===== src/rtl/prescale_pkg.sv =====
// Shared constants for the prescaler: default width and phase-flag encoding.
package prescale_pkg;
  localparam int   PRESCALE_WIDTH_DEFAULT = 8;
  localparam logic PH_HIGH = 1'b0;
  localparam logic PH_LOW  = 1'b1;
endpackage


===== src/rtl/prescale_param.sv =====
// Two-phase programmable prescaler emitting a one-cycle tick per (H+1)+(L+1) period.
// Define PRESCALE_SHADOW_EN to latch high/low into shadows so changes apply per period.
module prescale_param
  import prescale_pkg::*;
#(
  parameter int WIDTH = PRESCALE_WIDTH_DEFAULT
) (
  input  logic             clock,
  input  logic             reset,
  input  logic [WIDTH-1:0] high,
  input  logic [WIDTH-1:0] low,
  input  logic             enable,
  input  logic             sync_rst,
  output logic             Prescale_EN,
  output logic             phase_lo,
  output logic [WIDTH-1:0] tick_cnt
);

  localparam logic [WIDTH-1:0] ONE = WIDTH'(1);

  logic [WIDTH-1:0] hi_q, hi_d;
  logic [WIDTH-1:0] lo_q, lo_d;
  logic [WIDTH-1:0] tc_q, tc_d;
  logic             ph_q, ph_d;
  logic             en_q, en_d;
  logic [WIDTH-1:0] h_eff, l_eff;
  logic             period_end;

`ifdef PRESCALE_SHADOW_EN
  logic [WIDTH-1:0] hs_q, ls_q;
  logic             shadow_ld;
  assign h_eff     = hs_q;
  assign l_eff     = ls_q;
  assign shadow_ld = sync_rst | ~enable | period_end;
`else
  assign h_eff = high;
  assign l_eff = low;
`endif

  // >= so a live shrink of high/low terminates the phase instead of wrapping
  assign period_end = enable & (ph_q == PH_LOW) & (lo_q >= l_eff);

  always_comb begin
    hi_d = hi_q;
    lo_d = lo_q;
    tc_d = tc_q;
    ph_d = ph_q;
    en_d = 1'b0;
    if (sync_rst) begin
      hi_d = '0;
      lo_d = '0;
      tc_d = '0;
      ph_d = PH_HIGH;
    end else if (enable) begin
      if (ph_q == PH_HIGH) begin
        if (hi_q >= h_eff) begin
          hi_d = '0;
          ph_d = PH_LOW;
        end else begin
          hi_d = hi_q + ONE;
        end
      end else if (period_end) begin
        lo_d = '0;
        ph_d = PH_HIGH;
        en_d = 1'b1;
        tc_d = tc_q + ONE;
      end else begin
        lo_d = lo_q + ONE;
      end
    end
  end

  always_ff @(posedge clock or negedge reset) begin
    if (!reset) begin
      hi_q <= '0;
      lo_q <= '0;
      tc_q <= '0;
      ph_q <= PH_HIGH;
      en_q <= 1'b0;
`ifdef PRESCALE_SHADOW_EN
      hs_q <= '0;
      ls_q <= '0;
`endif
    end else begin
      hi_q <= hi_d;
      lo_q <= lo_d;
      tc_q <= tc_d;
      ph_q <= ph_d;
      en_q <= en_d;
`ifdef PRESCALE_SHADOW_EN
      if (shadow_ld) begin
        hs_q <= high;
        ls_q <= low;
      end
`endif
    end
  end

  assign Prescale_EN = en_q;
  assign phase_lo    = ph_q;
  assign tick_cnt    = tc_q;

endmodule


===== config.mk =====
export PLATFORM = sky130hd
export DESIGN_NAME = prescale_param
export DESIGN_NICKNAME = d
export VERILOG_FILES = /design/src/rtl/prescale_pkg.sv /design/src/rtl/prescale_param.sv
export SDC_FILE = /design/constraint.sdc
export NUM_CORES = 1
export LEC_CHECK = 0
export BUFFER_PORTS_ARGS = -buffer_cell sky130_fd_sc_hd__buf_2
export CAP_MARGIN = 40
export CORE_UTILIZATION = 35
export DETAILED_ROUTE_END_ITERATION = 12
export SYNTH_ARGS = -nofsm -noshare
export SYNTH_HDL_FRONTEND = slang
export SYNTH_SLANG_ARGS = --single-unit

===== constraint.sdc =====
create_clock -name clock -period 2.7 [get_ports clock]
set_input_delay 0.135 -clock clock [delete_from_list [all_inputs] [get_ports clock]]
set_output_delay 0.135 -clock clock [all_outputs]
set_load 0.05 [all_outputs]

==> results of run 1 <==
[per-layer routing]
metal | global-route usage, % | vias to the layer above | wire length (microns)
li1 | - | 783 | -
met2 | 23.0 | 29 | 1620
met4 | 5.13 | 0 | 46
met5 | 0 | - | 0
met3 | 2.57 | 4 | 138
met1 | 21.0 | 694 | 1900
[critical path: stages (launching register included)]
cell and delay [ns]:
dfrtp_1 0.42, inv_1 0.08, ha_1 0.26, nand2b_1 0.16, a2111oi_2 0.35, o21a_1 0.57
nor3_2 0.20, mux2_2 0.31
[layout make-up]
| cell class | instances | area (sq um) |
|---|---|---|
| multi-input combinational | 148 | 1030 |
| clock buffer | 4 | 55.1 |
| tap | 67 | 83.8 |
| inverter | 20 | 75.1 |
| sequential | 26 | 651 |
| fill | 490 | 2800 |
| timing repair buffer | 30 | 155 |
[worst max-delay path by stage]
stage | start | endpoint | slack, ns | depth (start not counted)
floorplan | phase_lo | tick_cnt[5] | 0.69 | 6
global placement | lo_q[0] | tick_cnt[0] | 0.35 | 7
detailed placement | lo_q[0] | tick_cnt[0] | 0.28 | 7
CTS | lo_q[0] | tick_cnt[0] | 0.26 | 7
global route | lo_q[0] | tick_cnt[0] | 0.08 | 7
finish | lo_q[0] | tick_cnt[0] | 0.25 | 7
[cell families after synthesis]
kind of cell | count (synthesis) | synth area share, %
AND/OR/NAND/NOR | 65 | 18.5
XOR/XNOR | 4 | 1.93
multiplexers | 5 | 2.96
adder cells (fa/ha/maj) | 19 | 13.1
buffers and inverters | 26 | 7.51
AO/OA/AOI/OAI | 55 | 20.2
flip-flops | 26 | 35.8
[stage by stage]
| step | util [%] | hold slack (ns) | setup WS, ns | area (sq um) |
|---|---|---|---|---|
| after global placement | 40.9 | 0.169 | 0.355 | 1980 |
| after floorplan | - | -0.161 | 0.693 | 1820 |
| after global routing | 42.3 | 0.350 | 0.0816 | 2050 |
| after detailed placement | 40.9 | 0.177 | 0.277 | 1980 |
| final | 42.3 | 0.292 | 0.246 | 2050 |
| after CTS | 42.3 | 0.291 | 0.263 | 2050 |
[state kept, by name (all words and copies together) (netlist names)]
register     flops
tick_cnt         8
phase_lo         1
lo_q             8
Prescale_EN      1
hi_q             8
[report_power, final]
group / internal (W) / switching [W]
clock: 0.000131 / 0.000125
combinational: 0.0000347 / 0.0000497
sequential: 0.000393 / 0.00000450
[cells in the final DEF (no fill, tap or decap), types with 2 or more instances in the layout]
master	count
a211oi_1	3
a21o_1	4
a21oi_1	15
a22o_1	4
and3_1	2
buf_2	29
clkbuf_8	4
dfrtp_1	26
ha_1	19
inv_1	20
mux2_2	3
mux2i_1	2
nand2_1	15
nand2b_1	2
nand3_1	7
nand4_1	3
nor2_1	11
nor2b_1	5
nor3_1	8
o2111ai_1	2
o211ai_1	4
o21a_1	2
o21ai_0	10
o21ai_1	2
o31ai_1	4
or3_1	2
or4_1	4
xnor2_1	3
==> flow_summary.json, run 1 <==
{
  "antenna_found_initial": 0,
  "slew_violations": 0,
  "vias_per_cell": 5.12,
  "ys_ff_latch": 26,
  "hpwlAfterDp_mm": 2.73,
  "grt-ovfl-total": 0,
  "cts_tree": "built",
  "yosys_warnings": 0,
  "post_cts_resized": 0,
  "antenna_cells": 0,
  "reg2reg_to": "tick_cnt[0]",
  "fin_crit_sh_pct": 90.9,
  "cp_max_fo": 18,
  "cp-end-kind": "register",
  "wl_mm": 3.70,
  "tightest_slew_ns": 0.713,
  "final.setup_skew_ns": 0.00463,
  "clk_latency_ns": 0.27,
  "synth_area_leaders": "dfrtp_1, ha_1, a21oi_1",
  "route.antenna.remaining_nets": 0,
  "clk_pin_slew_ns": 0.09,
  "area_growth_pct": 12.8,
  "coreArea_sq_mm": 0.00485,
  "dr.pass1.iters": 4,
  "hold_viol": 0,
  "status": "finished clean",
  "clock_sinks": 26,
  "synth.avg_cell_area_sq_um": 9.08,
  "synth_cells": 200,
  "period_needed_ns": 2.45,
  "track_usage_pct": 14.9,
  "cellLeakagePower_nw": 1.01,
  "hold_path.class": "input port to register",
  "synth_edf_count": 0,
  "ios": 30,
  "grt_max_degree": 27,
  "synth_nets": 239,
  "final.setup.tns_ns": 0,
  "num_rows": 25,
  "min_path_cells": 4,
  "grt_pass1_vias": 1380,
  "drive_above_1_share_pct": 18.0,
  "startpoint_type": "register",
  "post_cts_buffers": 0,
  "hold_path_startpoint": "enable",
  "grt_pass1_wl_mm": 6.33,
  "cp_data_arrival_time_ns": 2.62,
  "setup_violations": 0,
  "vias": 1510,
  "die-area_sq_mm": 0.00548,
  "irDropWorstVdd_v": 0.000160,
  "portBuffers": 29,
  "ys_types": 42,
  "synth_area_leader_cell": "dfrtp_1",
  "clock_path_buffers": 2,
  "avgRoutedWirePerCell_microns": 12.5,
  "htreeDepth": 1,
  "initial_core_util_pct": 37.5,
  "ctsRootBufferMaster": "clkbuf_8",
  "ys_top_cells_by_count": "dfrtp_1, inv_1, ha_1",
  "initialDrtViolationCount": 54,
  "final_cells": 295,
  "cp.required_ns": 2.86,
  "die_x_microns": 74.0,
  "path_class": "register to register",
  "max_slew_margin_pct": 52.3,
  "synthFlopType": "dfrtp_1",
  "synth_top_area_share_pct": 35.8,
  "holdBufCountCts": 1,
  "r2r_setup_slack_ns": 0.25,
  "p_per_area_mw_per_mm2": 360,
  "rsz0062_at_grt": "false",
  "gp_congestion": 0.714,
  "cts_buffers": 3,
  "nets": 268,
  "r2r_start": "lo_q[0]",
  "synthArstFlopShare_pct": 100,
  "drc": 0,
  "maxCapViolations": 0,
  "syn_area_sq_mm": 0.00182,
  "placed_cells": 290,
  "holdPathEnd": "hi_q[1]",
  "total_power_w": 0.000738,
  "yosysMostFrequentCell": "dfrtp_1",
  "synth_seq_area_share_pct": 35.8,
  "fmax_mhz": 408,
  "die_height_microns": 74.0,
  "reg2reg_depth": 7
}
Note: power is estimated with default switching activity, not from simulation.
==> run 2: changes to the inputs <==
- CORE_MARGIN: default -> 5
==> run 2 against run 1 <==
Effect of this change:
- register-to-register slack better by 0.16 ns
- combinational power is essentially flat
- setup slack improved by 0.16 ns
- power rose by 8.9%
- routed wire length shrank 0.32%
- non-clock buffer count grew 1
- die area grew 23%
- core utilization down 1.3 points
- critical path depth stayed put
- global-route usage down 3.3 points
- sequential share of layout area down 0.42 points
- clock power is 26% higher
==> flow_summary.json, run 2 (same netlist as run 1, synthesis figures left out) <==
{
  "status": "finished clean",
  "portBuffers": 29,
  "cts_buffers": 3,
  "startpoint_type": "register",
  "seqCellArea_sq_um": 651,
  "antenna_found_initial": 0,
  "gp_congestion": 0.777,
  "fillers": 545,
  "hold_viol": 0,
  "grt_pass1_wl_mm": 6.20,
  "fmax_mhz": 437,
  "place_worst_setup_slack_ns": 0.413,
  "cp_data_arrival_time_ns": 2.45,
  "postLayoutCellArea_sq_mm": 0.00208,
  "layout_common_cells": "buf_2, dfrtp_1, inv_1",
  "nets": 269,
  "slew_violations": 0,
  "fin_crit_sh_pct": 84.8,
  "die_x_microns": 82.0,
  "clock_path_buffers": 2,
  "clk_latency_ns": 0.27,
  "initial_core_util_pct": 35.8,
  "placed_area_sq_mm": 0.00200,
  "final.setup_skew_ns": 0.0116,
  "vias": 1500,
  "cp_max_fo": 12,
  "path_class": "register to register",
  "dr.pass1.iters": 4,
  "cp-end-kind": "register",
  "vias_per_cell": 5.02,
  "wl_mm": 3.69,
  "htreeDepth": 1,
  "grt_pass1_vias": 1432,
  "maxCapViolations": 0,
  "drive_above_1_share_pct": 18.3,
  "rsz0062_at_grt": "false",
  "tightest_slew_ns": 0.708,
  "final.setup.tns_ns": 0,
  "drc": 0,
  "period_needed_ns": 2.29,
  "die-area_sq_mm": 0.00673,
  "setup_violations": 0,
  "die_height_microns": 82.0,
  "cp.required_ns": 2.87,
  "timing.final.ws_setup_ns": 0.411,
  "clock_sinks": 26,
  "ios": 30,
  "ctsRootBufferMaster": "clkbuf_8",
  "avgRoutedWirePerCell_microns": 12.3,
  "max_slew_margin_pct": 52.6,
  "cts_tree": "built",
  "num_rows": 26,
  "multi_input_area_sq_mm": 0.00103,
  "grt_max_degree": 27,
  "cellLeakagePower_nw": 1.02,
  "antenna_cells": 0,
  "track_usage_pct": 11.6,
  "initialDrtViolationCount": 64,
  "layout_commonest_cell": "buf_2",
  "hpwlAfterDp_mm": 2.83,
  "coreArea_sq_mm": 0.00507,
  "clk_pin_slew_ns": 0.10,
  "grt-ovfl-total": 0,
  "route.antenna.remaining_nets": 0,
  "irDropWorstVdd_v": 0.000163,
  "post_cts_buffers": 0,
  "hold_path.class": "input port to register",
  "area_growth_pct": 14.3,
  "p_per_area_mw_per_mm2": 387
}
## run 2: cell types whose count changed in the layout (fill, tap and decap cells not counted), sizes merged
cell / delta
buf: +1
clkbuf: -1
bufinv: +1
## run 2: cell type report
class	instances	area share [%]
timing repair buffer	31	7.83
inverter	20	3.61
multi-input combinational	148	49.6
clock inverter	1	1.45
clock buffer	3	1.99
tap	70	4.22
sequential	26	31.3
## run 2: layer usage
| metal | wire, microns | vias up | global-route usage, % |
|---|---|---|---|
| met5 | 0 | - | 0 |
| met4 | 19 | 0 | 2.49 |
| met3 | 155 | 2 | 1.97 |
| met2 | 1690 | 25 | 19.7 |
| met1 | 1820 | 692 | 15.3 |
| li1 | - | 781 | - |
## run 2: report_power, final
| part | leakage [nW] | switching [W] | internal, W |
|---|---|---|---|
| clock | 0.0357 | 0.000123 | 0.000198 |
| combinational | 0.623 | 0.0000496 | 0.0000350 |
| sequential | 0.361 | 0.00000429 | 0.000393 |
| total | 1.02 | 0.000177 | 0.000626 |
## run 2: metrics by stage
step                hold slack (ns)  power (W)  util (%)  instances
floorplan                    -0.161   0.000461         -        200
global placement              0.168   0.000489      39.3        294
detailed placement            0.169   0.000491      39.3        294
CTS                           0.284   0.000814      40.9        299
global route                  0.307   0.000847      40.9        299
finish                        0.300   0.000804      40.9        299
## run 2: path summary, 6_finish.rpt
kind | startpoint | end | slack, ns | depth (start not counted)
hold reg to reg | hi_q[7] | hi_q[7] | 0.55 | 2
max in group asynchronous | reset | lo_q[1] | 1.93 | 2
min in group asynchronous | reset | lo_q[7] | 0.38 | 2
setup reg to reg | lo_q[0] | tick_cnt[0] | 0.41 | 7
hold / removal | enable | hi_q[1] | 0.30 | 4
setup / recovery | lo_q[0] | tick_cnt[0] | 0.41 | 7
## run 2: worst max-delay path, cell delays in order, from the launching register on
cell,delay (ns)
dfrtp_1,0.42
inv_1,0.08
ha_1,0.26
nand2b_1,0.15
a2111oi_2,0.36
o21a_1,0.45
nor3_2,0.16
mux2_2,0.31
## run 2: repair_timing
| item | CTS | global route |
|---|---|---|
| gates resized for setup | 0 | 0 |
| endpoints found under the hold margin | 26 | 0 |
| hold buffers | 1 | 0 |
==> run 3: changes to the inputs <==
- ABC_AREA: default -> 1
- clock period: 2.7 -> 2.25 ns (I/O delays scaled with it)
==> run 3 against run 2 <==
Effect of this change:
- non-clock buffer count decreased by 1
- critical path depth increased by 1
- register-to-register slack improved by 0.11 ns
- clock power increased by 19%
- critical path type unchanged
- sequential cell count unchanged
- area after synthesis increased by 1.3%
- synthesized cell count increased by 19%
==> flow_summary.json, run 3 <==
{
  "cts_tree": "built",
  "cp_max_fo": 10,
  "portBuffers": 29,
  "synth_seq_area_share_pct": 35.4,
  "status": "finished clean",
  "ys_top_cells_by_count": "nand2_1, inv_1, dfrtp_1",
  "slew_violations": 0,
  "cp_data_arrival_time_ns": 1.89,
  "cp_slowest_cell": "dfrtp_1",
  "clk_latency_ns": 0.27,
  "cp.required_ns": 2.41,
  "ctsRootBufferMaster": "clkbuf_8",
  "synth_cells": 237,
  "gp_congestion": 0.766,
  "drc": 0,
  "path_class": "register to register",
  "yosysMostFrequentCell": "nand2_1",
  "setup_violations": 0,
  "synth.avg_cell_area_sq_um": 7.77,
  "antenna_found_initial": 0,
  "layout_common_cells": "nand2_1, inv_1, buf_2",
  "coreArea_sq_mm": 0.00511,
  "area_growth_pct": 16.3,
  "startpoint_type": "register",
  "ys_types": 22,
  "synthFlopType": "dfrtp_1",
  "worst-path-buf-inv": 0,
  "nets": 308,
  "hpwlAfterDp_mm": 2.80,
  "yosys_warnings": 0,
  "ios": 30,
  "cp-end-kind": "register",
  "cellLeakagePower_nw": 1.28,
  "clk_pin_slew_ns": 0.09,
  "synthArstFlopShare_pct": 100,
  "die_x_microns": 82.5,
  "seqCellArea_sq_um": 651,
  "final.setup_skew_ns": 0.00295,
  "period_needed_ns": 1.73,
  "fin_crit_sh_pct": 77.0,
  "die-area_sq_mm": 0.00681,
  "rsz0062_at_grt": "false",
  "htreeDepth": 1,
  "final.setup.tns_ns": 0,
  "track_usage_pct": 11.6,
  "synth_nets": 276,
  "route.antenna.remaining_nets": 0,
  "synth_area_leader_cell": "dfrtp_1",
  "cpPeakStageDelay_ns": 0.45,
  "fmax_mhz": 577,
  "synth_area_leaders": "dfrtp_1, ha_1, nand2_1",
  "avgRoutedWirePerCell_microns": 10.5,
  "hold_path.class": "input port to register",
  "irDropWorstVdd_v": 0.000589,
  "wl_mm": 3.56,
  "antenna_cells": 0,
  "die_height_microns": 82.5,
  "synth_top_area_share_pct": 35.4,
  "p_per_area_mw_per_mm2": 487,
  "final_cells": 338,
  "cts_buffers": 3,
  "grt_max_degree": 27,
  "max_slew_margin_pct": 60.4,
  "grt_pass1_vias": 1453,
  "post_cts_resized": 0,
  "crit_chain": "ha_1 > nand2_1 > nor2_1 > nand4_1 > nand3_4 > nand2_4 > nand2_4 > nor2_1",
  "layout_commonest_cell": "nand2_1",
  "synth_edf_count": 0,
  "grt_pass1_wl_mm": 6.22,
  "vias": 1533,
  "total_power_w": 0.00104,
  "fillers": 521,
  "syn_area_sq_mm": 0.00184,
  "multi_input_area_sq_mm": 0.00103,
  "maxCapViolations": 0,
  "dr.pass1.iters": 4,
  "tightest_slew_ns": 0.594,
  "clock_sinks": 26,
  "hold_viol": 0,
  "vias_per_cell": 4.54,
  "initialDrtViolationCount": 26,
  "placed_cells": 333,
  "critPathTopFamily": "simple AND/OR/NAND/NOR gates",
  "grt-ovfl-total": 0,
  "initial_core_util_pct": 36.0,
  "drive_above_1_share_pct": 17.9,
  "num_rows": 26,
  "ys_ff_latch": 26,
  "clock_path_buffers": 2,
  "finalCoreUtilization_pct": 41.9
}
[run 3: cell count changes after synthesis, sizes merged, moves of 10 or more]
cell | previous run | this run
nand2 | 15 | 59
o21ai | 12 | 2
xor2 | 1 | 12
nand3 | 7 | 18
nand4 | 3 | 15
nor2 | 11 | 26
inv | 20 | 40
[run 3: worst paths after layout]
path,start,to,slack (ns),cells past startpoint
max in group asynchronous,reset,hi_q[3],1.48,2
min in group asynchronous,reset,tick_cnt[4],0.37,2
setup reg to reg,lo_q[6],lo_q[5],0.52,8
setup / recovery,lo_q[6],lo_q[5],0.52,8
hold / removal,sync_rst,Prescale_EN,0.06,2
hold reg to reg,hi_q[1],hi_q[1],0.57,2
[run 3: routing by layer]
| layer | vias to the layer above | routed length [microns] | GRT usage, % |
|---|---|---|---|
| met1 | 682 | 1790 | 15.8 |
| met3 | 2 | 149 | 2.49 |
| li1 | 825 | - | - |
| met4 | 0 | 15 | 1.96 |
| met5 | - | 0 | 0 |
| met2 | 24 | 1600 | 19.1 |
[run 3: final cells by class]
cell class	instances	share of cell area, %
clock buffers	3	1.93
flip-flops and latches	26	30.4
repair buffers	30	7.25
inverters	40	7.01
well taps	70	4.09
clock inverters	1	1.40
multi-input cells	168	47.9
[run 3: kinds of logic (layout without fill, tap and decap cells)]
group,after synthesis,after routing,share of synthesized area (%)
AND/OR/NAND/NOR,119,119,31.9
buffers and inverters,43,74,8.91
flip-flops,26,26,35.3
adder cells (fa/ha/maj),19,19,12.9
AO/OA/AOI/OAI,18,18,5.23
XOR/XNOR,12,12,5.71
[run 3: per-stage QoR]
| stage | setup slack [ns] | hold WS (ns) | area [sq um] |
|---|---|---|---|
| after CTS | 0.499 | 0.0607 | 2140 |
| after global routing | 0.354 | 0.0593 | 2140 |
| after global placement | 0.526 | 0.148 | 2060 |
| after detailed placement | 0.517 | 0.147 | 2060 |
| after floorplan | 0.687 | -0.183 | 1840 |
| final | 0.517 | 0.0649 | 2140 |
[run 3: report_power, final]
part	internal, W	total, W	leakage (nW)	switching (W)
Clock	0.000238	0.000383	0.0357	0.000145
Combinational	0.0000631	0.000157	0.886	0.0000941
Sequential	0.000485	0.000501	0.361	0.0000159
[run 3: timing repair]
| action | 4_1_cts | 5_1_grt |
|---|---|---|
| hold endpoints to repair | 26 | 0 |
| buffers inserted | 0 | 0 |
| hold buffers | 1 | 0 |
[run 3: worst register-to-register path, cell delays in order (launching register included)]
cell,delay [ns]
dfrtp_1,0.45
ha_1,0.30
nand2_1,0.06
nor2_1,0.17
nand4_1,0.18
nand3_4,0.19
nand2_4,0.12
nand2_4,0.12
nor2_1,0.05
